==> src/rtl/decod_pkg.sv <==
// Shared types and constants for the immediate decoder: state enum,
// extension-mode codes, opcode-class masks and the decoded-entry payload.
package decod_pkg;

    localparam int unsigned INSTR_W    = 16;
    localparam int unsigned OPCODE_W   = 5;
    localparam int unsigned PALAVRA_W  = 11;
    localparam int unsigned CONTROLE_W = 2;
    localparam int unsigned CONTAGEM_W = 16;

    // Encoding doubles as the number of occupied buffer entries.
    typedef enum logic [1:0] {
        VAZIO = 2'd0,
        UM    = 2'd1,
        DOIS  = 2'd2
    } estado_t;

    localparam logic [CONTROLE_W-1:0] EXT_SINAL  = 2'b00;
    localparam logic [CONTROLE_W-1:0] EXT_DIR8   = 2'b01;
    localparam logic [CONTROLE_W-1:0] EXT_ESQ8   = 2'b10;
    localparam logic [CONTROLE_W-1:0] EXT_NENHUM = 2'b11;

    // Opcode classes as (mask, value) pairs.
    localparam logic [OPCODE_W-1:0] MASC_ALU    = 5'b11000;
    localparam logic [OPCODE_W-1:0] VAL_ALU     = 5'b00000;
    localparam logic [OPCODE_W-1:0] MASC_SINAL  = 5'b11100;
    localparam logic [OPCODE_W-1:0] VAL_SINAL   = 5'b01000;
    localparam logic [OPCODE_W-1:0] MASC_ESQ8   = 5'b11110;
    localparam logic [OPCODE_W-1:0] VAL_ESQ8    = 5'b01100;
    localparam logic [OPCODE_W-1:0] MASC_DIR8   = 5'b11110;
    localparam logic [OPCODE_W-1:0] VAL_DIR8    = 5'b01110;
    localparam logic [OPCODE_W-1:0] MASC_DESVIO = 5'b11000;
    localparam logic [OPCODE_W-1:0] VAL_DESVIO  = 5'b10000;
    localparam logic [OPCODE_W-1:0] MASC_ILEGAL = 5'b11000;
    localparam logic [OPCODE_W-1:0] VAL_ILEGAL  = 5'b11000;

    typedef struct packed {
        logic [OPCODE_W-1:0]   opcode;
        logic [PALAVRA_W-1:0]  palavra;
        logic [CONTROLE_W-1:0] controle;
        logic                  usa_imediato;
        logic                  ilegal;
    } decod_t;

    function automatic logic classe(input logic [OPCODE_W-1:0] op,
                                    input logic [OPCODE_W-1:0] mascara,
                                    input logic [OPCODE_W-1:0] valor);
        return (op & mascara) == valor;
    endfunction

endpackage

==> src/rtl/decod_tabela.sv <==
// Combinational opcode-class table: splits an instruction word and selects
// the sign-extender mode and immediate usage.
module decod_tabela
    import decod_pkg::*;
(
    input  logic [INSTR_W-1:0] instr,
    output decod_t             campos_c
);

    logic [OPCODE_W-1:0] op;

    assign op = instr[INSTR_W-1:PALAVRA_W];

    always_comb begin
        campos_c.opcode       = op;
        campos_c.palavra      = instr[PALAVRA_W-1:0];
        campos_c.controle     = EXT_NENHUM;
        campos_c.usa_imediato = 1'b0;
        campos_c.ilegal       = 1'b0;
        if (classe(op, MASC_SINAL, VAL_SINAL) || classe(op, MASC_DESVIO, VAL_DESVIO)) begin
            campos_c.controle     = EXT_SINAL;
            campos_c.usa_imediato = 1'b1;
        end else if (classe(op, MASC_ESQ8, VAL_ESQ8)) begin
            campos_c.controle     = EXT_ESQ8;
            campos_c.usa_imediato = 1'b1;
        end else if (classe(op, MASC_DIR8, VAL_DIR8)) begin
            campos_c.controle     = EXT_DIR8;
            campos_c.usa_imediato = 1'b1;
        end else if (classe(op, MASC_ILEGAL, VAL_ILEGAL)) begin
            campos_c.ilegal = 1'b1;
        end
    end

endmodule

==> src/rtl/decod_imediato.sv <==
// Two-entry skid buffer that registers decoded immediate fields for the
// sign-extender. Optional out-transfer counter: DECOD_IMEDIATO_CONTADOR_EN.
module decod_imediato
    import decod_pkg::*;
#(
    parameter int unsigned PROFUNDIDADE = 2
) (
    input  logic                  clock,
    input  logic                  reset_n,
    input  logic                  instr_valid,
    input  logic [INSTR_W-1:0]    instr,
    output logic                  instr_ready,
    input  logic                  flush,
    output logic                  dec_valid,
    input  logic                  dec_ready,
    output logic [OPCODE_W-1:0]   opcode,
    output logic [PALAVRA_W-1:0]  palavra_entrada,
    output logic [CONTROLE_W-1:0] controle,
    output logic                  usa_imediato,
    output logic                  ilegal
`ifdef DECOD_IMEDIATO_CONTADOR_EN
    ,
    output logic [CONTAGEM_W-1:0] contagem
`endif
);

    estado_t estado, estado_prox;
    logic    entrada, saida;
    logic    carrega_cab, cab_da_cauda, carrega_cauda;
    decod_t  campos_cab, campos_cauda, entrada_cab, cauda;

    assign entrada = instr_valid && instr_ready;
    assign saida   = dec_valid && dec_ready;

    decod_tabela u_tabela_cab (
        .instr    (instr),
        .campos_c (campos_cab)
    );

    decod_tabela u_tabela_cauda (
        .instr    (instr),
        .campos_c (campos_cauda)
    );

    // On a drain from DOIS the second entry moves into the head.
    assign entrada_cab = cab_da_cauda ? cauda : campos_cab;

    always_ff @(posedge clock or negedge reset_n) begin
        if (!reset_n) estado <= VAZIO;
        else          estado <= estado_prox;
    end

    always_comb begin
        estado_prox   = estado;
        carrega_cab   = 1'b0;
        cab_da_cauda  = 1'b0;
        carrega_cauda = 1'b0;
        if (flush) begin
            estado_prox = VAZIO;
        end else begin
            case (estado)
                VAZIO: begin
                    if (entrada) begin
                        estado_prox = UM;
                        carrega_cab = 1'b1;
                    end
                end
                UM: begin
                    if (entrada && saida) begin
                        carrega_cab = 1'b1;
                    end else if (entrada) begin
                        estado_prox   = DOIS;
                        carrega_cauda = 1'b1;
                    end else if (saida) begin
                        estado_prox = VAZIO;
                    end
                end
                DOIS: begin
                    if (saida) begin
                        estado_prox  = UM;
                        carrega_cab  = 1'b1;
                        cab_da_cauda = 1'b1;
                    end
                end
                default: estado_prox = VAZIO;
            endcase
        end
    end

    // Head entry drives the outputs directly; ready looks only at the next state.
    always_ff @(posedge clock or negedge reset_n) begin
        if (!reset_n) begin
            dec_valid       <= 1'b0;
            instr_ready     <= 1'b0;
            opcode          <= '0;
            palavra_entrada <= '0;
            controle        <= EXT_NENHUM;
            usa_imediato    <= 1'b0;
            ilegal          <= 1'b0;
            cauda           <= '0;
        end else begin
            dec_valid   <= (estado_prox != VAZIO);
            instr_ready <= (32'(estado_prox) < PROFUNDIDADE);
            if (carrega_cab) begin
                opcode          <= entrada_cab.opcode;
                palavra_entrada <= entrada_cab.palavra;
                controle        <= entrada_cab.controle;
                usa_imediato    <= entrada_cab.usa_imediato;
            end
            if (carrega_cauda) cauda <= campos_cauda;
            if (flush) ilegal <= 1'b0;
            else if (carrega_cab && entrada_cab.ilegal) ilegal <= 1'b1;
        end
    end

`ifdef DECOD_IMEDIATO_CONTADOR_EN
    always_ff @(posedge clock or negedge reset_n) begin
        if (!reset_n)   contagem <= '0;
        else if (flush) contagem <= '0;
        else if (saida) contagem <= contagem + CONTAGEM_W'(1);
    end
`endif

endmodule

==> config.mk <==
export PLATFORM = sky130hd
export DESIGN_NAME = decod_imediato
export DESIGN_NICKNAME = d
export VERILOG_FILES = /design/src/rtl/decod_pkg.sv /design/src/rtl/decod_tabela.sv /design/src/rtl/decod_imediato.sv
export SDC_FILE = /design/constraint.sdc
export NUM_CORES = 1
export LEC_CHECK = 0
export CORE_MARGIN = 4
export CORE_UTILIZATION = 50
export CTS_CLUSTER_DIAMETER = 40
export CTS_CLUSTER_SIZE = 28
export DETAILED_ROUTE_END_ITERATION = 8
export PLACE_DENSITY_LB_ADDON = 0.08
export SLEW_MARGIN = 10
export SYNTH_ARGS = -nofsm -noshare
export SYNTH_HDL_FRONTEND = slang
export SYNTH_HIERARCHICAL = 1
export SYNTH_SLANG_ARGS = --single-unit
==> constraint.sdc <==
create_clock -name clock -period 2.1 [get_ports clock]
set_clock_uncertainty 0.2 [all_clocks]
set_input_delay 0.315 -clock clock [delete_from_list [all_inputs] [get_ports clock]]
set_output_delay 0.315 -clock clock [all_outputs]
set_load 0.01 [all_outputs]
==> reports/results.txt, run 1 <==
Share of layout cells above drive strength 1: 42.4%
Net Count, Synth: 200
F_max: 0.498 GHz
Post-DR vias/cell: 5.14
Wire length of the first global-routing pass: 7.00 mm
Worst hold stages: 1
Initial standard-cell utilization of the core: 52.9%
H-Tree Depth: 2
Signal arrival time at the worst endpoint: 2000 ps
Area share of the largest cell type after synthesis: 44.7%
Post-layout net count: 223
Post-route cell area: 2770 um2
Worst setup EP type: flop
CTS tree: done
Outcome: completed
Pin count of the biggest net entering global routing: 29
Placed inst area: 2670 um2
Peak supply drop: 0.531 mV
Clock period minus worst slack: 2010 ps
Final antenna diode count: 0
IO buf count: 42
Unrepaired setup endpoints after global routing: false
Class of the tightest hold or removal check: reg2reg
Global-route usage over all layers: 14.9%
Number of enable-type register cells in the synthesized netlist: 0
Fraction of the cycle the final worst path needs: 95.6%
Grt ovf: 0
Endpoint of the most critical register-to-register path: palavra_entrada[4]
Clock root buffer: sky130_fd_sc_hd__clkbuf_8
Most frequently used cell type in the post-synthesis netlist: sky130_fd_sc_hd__dfrtp_1
Post-synthesis to final-layout area growth: 17.9%
Total Wirelength: 3.90 mm
Flops & latches, synth: 44
Met1 Use GR: 18.5%
Latest clock arrival within the worst-skew pair: 300 ps
Number of maximum-capacitance violations: 0
Worst setup slack after placement: -157 ps
Most common library cells after synthesis: sky130_fd_sc_hd__dfrtp_1 (42), sky130_fd_sc_hd__mux2_2 (39), sky130_fd_sc_hd__buf_4 (32)
Most area-hungry cell type in the Yosys netlist: sky130_fd_sc_hd__dfrtp_1
Clock transition at the registers of the reported paths: 90 ps
IO Count: 43
Largest cells by area after synthesis: sky130_fd_sc_hd__dfrtp_1 (45%), sky130_fd_sc_hd__mux2_2 (19%), sky130_fd_sc_hd__mux2_4 (13%)
Cells on worst reg2reg path: 5
Filler Cell Count: 359
Final count of negative-setup-slack endpoints: 0
Routed via count: 1,311
WS Path Type: reg2reg
Via count of the first global-routing pass: 1,463
Met2 global-route usage: 23.0%
Number of nets still failing antenna checks after routing: 0
Sort of element at the start of the critical path: flop
Floorplan die height: 76.6 um
Required arrival time at the worst endpoint: 2090 ps
Critical path startpoint: estado[0]
Core Area: 4440 um2
Top FF cell, synth: sky130_fd_sc_hd__dfrtp_1
Routability Congestion: 0.744
Number of different library cells in the post-synthesis netlist: 24
HP Start: usa_imediato
CTS sink cnt: 44
Max Fanout on Critical Path: 20
Die Span X: 76.6 um
Static Leak: 1.23 nW
Async set-reset flop share out of synthesis: 100%
Relative slew slack: 59.8%
Number of buffers created by CTS: 5
Top Usage Layer GRT: met2
Final critical-path setup slack: 92.7 ps
Register area share after synthesis: 46.9%
TNS Setup: 0 ps
Gate Count Post-Synth: 179
Mean routed wirelength per cell: 15.3 um
Die outline area: 5870 um2
WHS Endpoint: usa_imediato
Slew of the pin with the lowest slew margin: 604 ps
Slack of the worst reg-to-reg path: 90 ps
Average cell area after synthesis: 13.1 um2
Number of slew-limit violations in the final report: 0
Initial antenna violation count: 0
Number of design rule violations left after detail routing: 0
Met3 capacity usage during global routing: 6.03%
Area of the mapped netlist: 2350 um2
Yosys warning total: 6
Power per standard cell area: 962 nW/um2
Pre-Repair DR Iteration Count: 4
First-iteration detailed-routing DRC count: 42
Maximum clock path buffer count: 2
Startpoint of the worst-slack reg-to-reg timing path: estado[0]
Post-DP HPWL: 2.87 mm
Number of hold violations in the final report: 0
Total number of placement rows: 24
-- cell usage in the layout (no fill, tap or decap), drive strengths merged, types with 2 or more instances in the layout --
cell,count
clkdlybuf4s50,41
buf,12
dfrtp,42
a21o,2
a21oi,8
dfstp,2
clkinvlp,2
clkbuf,6
nor2b,4
or2,2
nand2b,4
and2,2
mux2,59
nand2,4
inv,3
-- critical path, stage by stage, from the launching register on --
cell and delay, ps:
sky130_fd_sc_hd__dfrtp_1 410, sky130_fd_sc_hd__nand2b_1 220, sky130_fd_sc_hd__nor3_2 250, sky130_fd_sc_hd__buf_12 210, sky130_fd_sc_hd__mux2_2 340, sky130_fd_sc_hd__mux2_2 270
-- metal layers --
metal	wire length (um)	share of wire (%)
met1	1720	44
met2	1890	48
met3	232	6.0
met4	65	1.7
met5	0	0
-- what timing repair did --
action                    in CTS  in global routing
gates resized for setup        0                  0
hold endpoints to repair      24                  0
hold buffers                   1                  0
buffers inserted               0                  0
-- power breakdown --
| part | switching [mW] | total [mW] | internal, mW | leakage [nW] |
|---|---|---|---|---|
| logic | 0.255 | 0.832 | 0.578 | 0.663 |
| clock network | 0.291 | 0.558 | 0.266 | 0.0434 |
| registers | 0.147 | 1.28 | 1.13 | 0.526 |
-- worst max path at each step --
stage               slack, ps  depth (start not counted)                 end
floorplan                 210                          5           opcode[3]
global placement         -120                          5            cauda[7]
detailed placement       -160                          6  palavra_entrada[4]
CTS                        80                          5  palavra_entrada[4]
global route               10                          5        usa_imediato
finish                     90                          5  palavra_entrada[4]
-- sequential cells by signal (all words and copies together), names as in the netlist --
name             cells
estado               2
usa_imediato         1
ilegal               1
dec_valid            1
controle             2
palavra_entrada     11
cauda               20
instr_ready          1
opcode               5
-- logic make-up (layout without fill, tap and decap cells) --
group,Yosys count,after routing,synth area share (%)
compound gates,14,14,3.78
buf+inv,41,65,12.5
simple gates,21,21,5.37
mux,59,59,31.4
flops,44,44,46.9
-- metrics by stage --
step           cells  total power [mW]  hold slack, ps  utilization (%)
4_1_cts          255              2.72             314             62.4
3_5_place_dp     246              2.14             163             60.0
5_1_grt          255              2.84             323             62.4
2_1_floorplan    179              1.78            -181                -
3_3_place_gp     246              2.10             158             60.0
6_report         255              2.67             310             62.4
-- cell type report --
cell class | instances | area [um2] | share of cell area, %
sequential | 44 | 1100 | 39.8
multi-input combinational | 94 | 963 | 34.7
timing repair buffer | 54 | 533 | 19.2
clock buffer | 6 | 82.6 | 2.98
tap | 52 | 65.1 | 2.35
clock inverter | 2 | 15.0 | 0.541
inverter | 3 | 11.3 | 0.406
Note: power is estimated with default switching activity, not from simulation.
==> run 2, diff against run 1 <==
--- a/config.mk
+++ b/config.mk
@@ -8,7 +8,6 @@
 export CORE_MARGIN = 4
 export CORE_UTILIZATION = 50
 export CTS_CLUSTER_DIAMETER = 40
-export CTS_CLUSTER_SIZE = 28
 export DETAILED_ROUTE_END_ITERATION = 8
 export PLACE_DENSITY_LB_ADDON = 0.08
 export SLEW_MARGIN = 10
==> results of run 2 <==
Same layout as run 1: the final DEF is identical, and so are final timing and power.
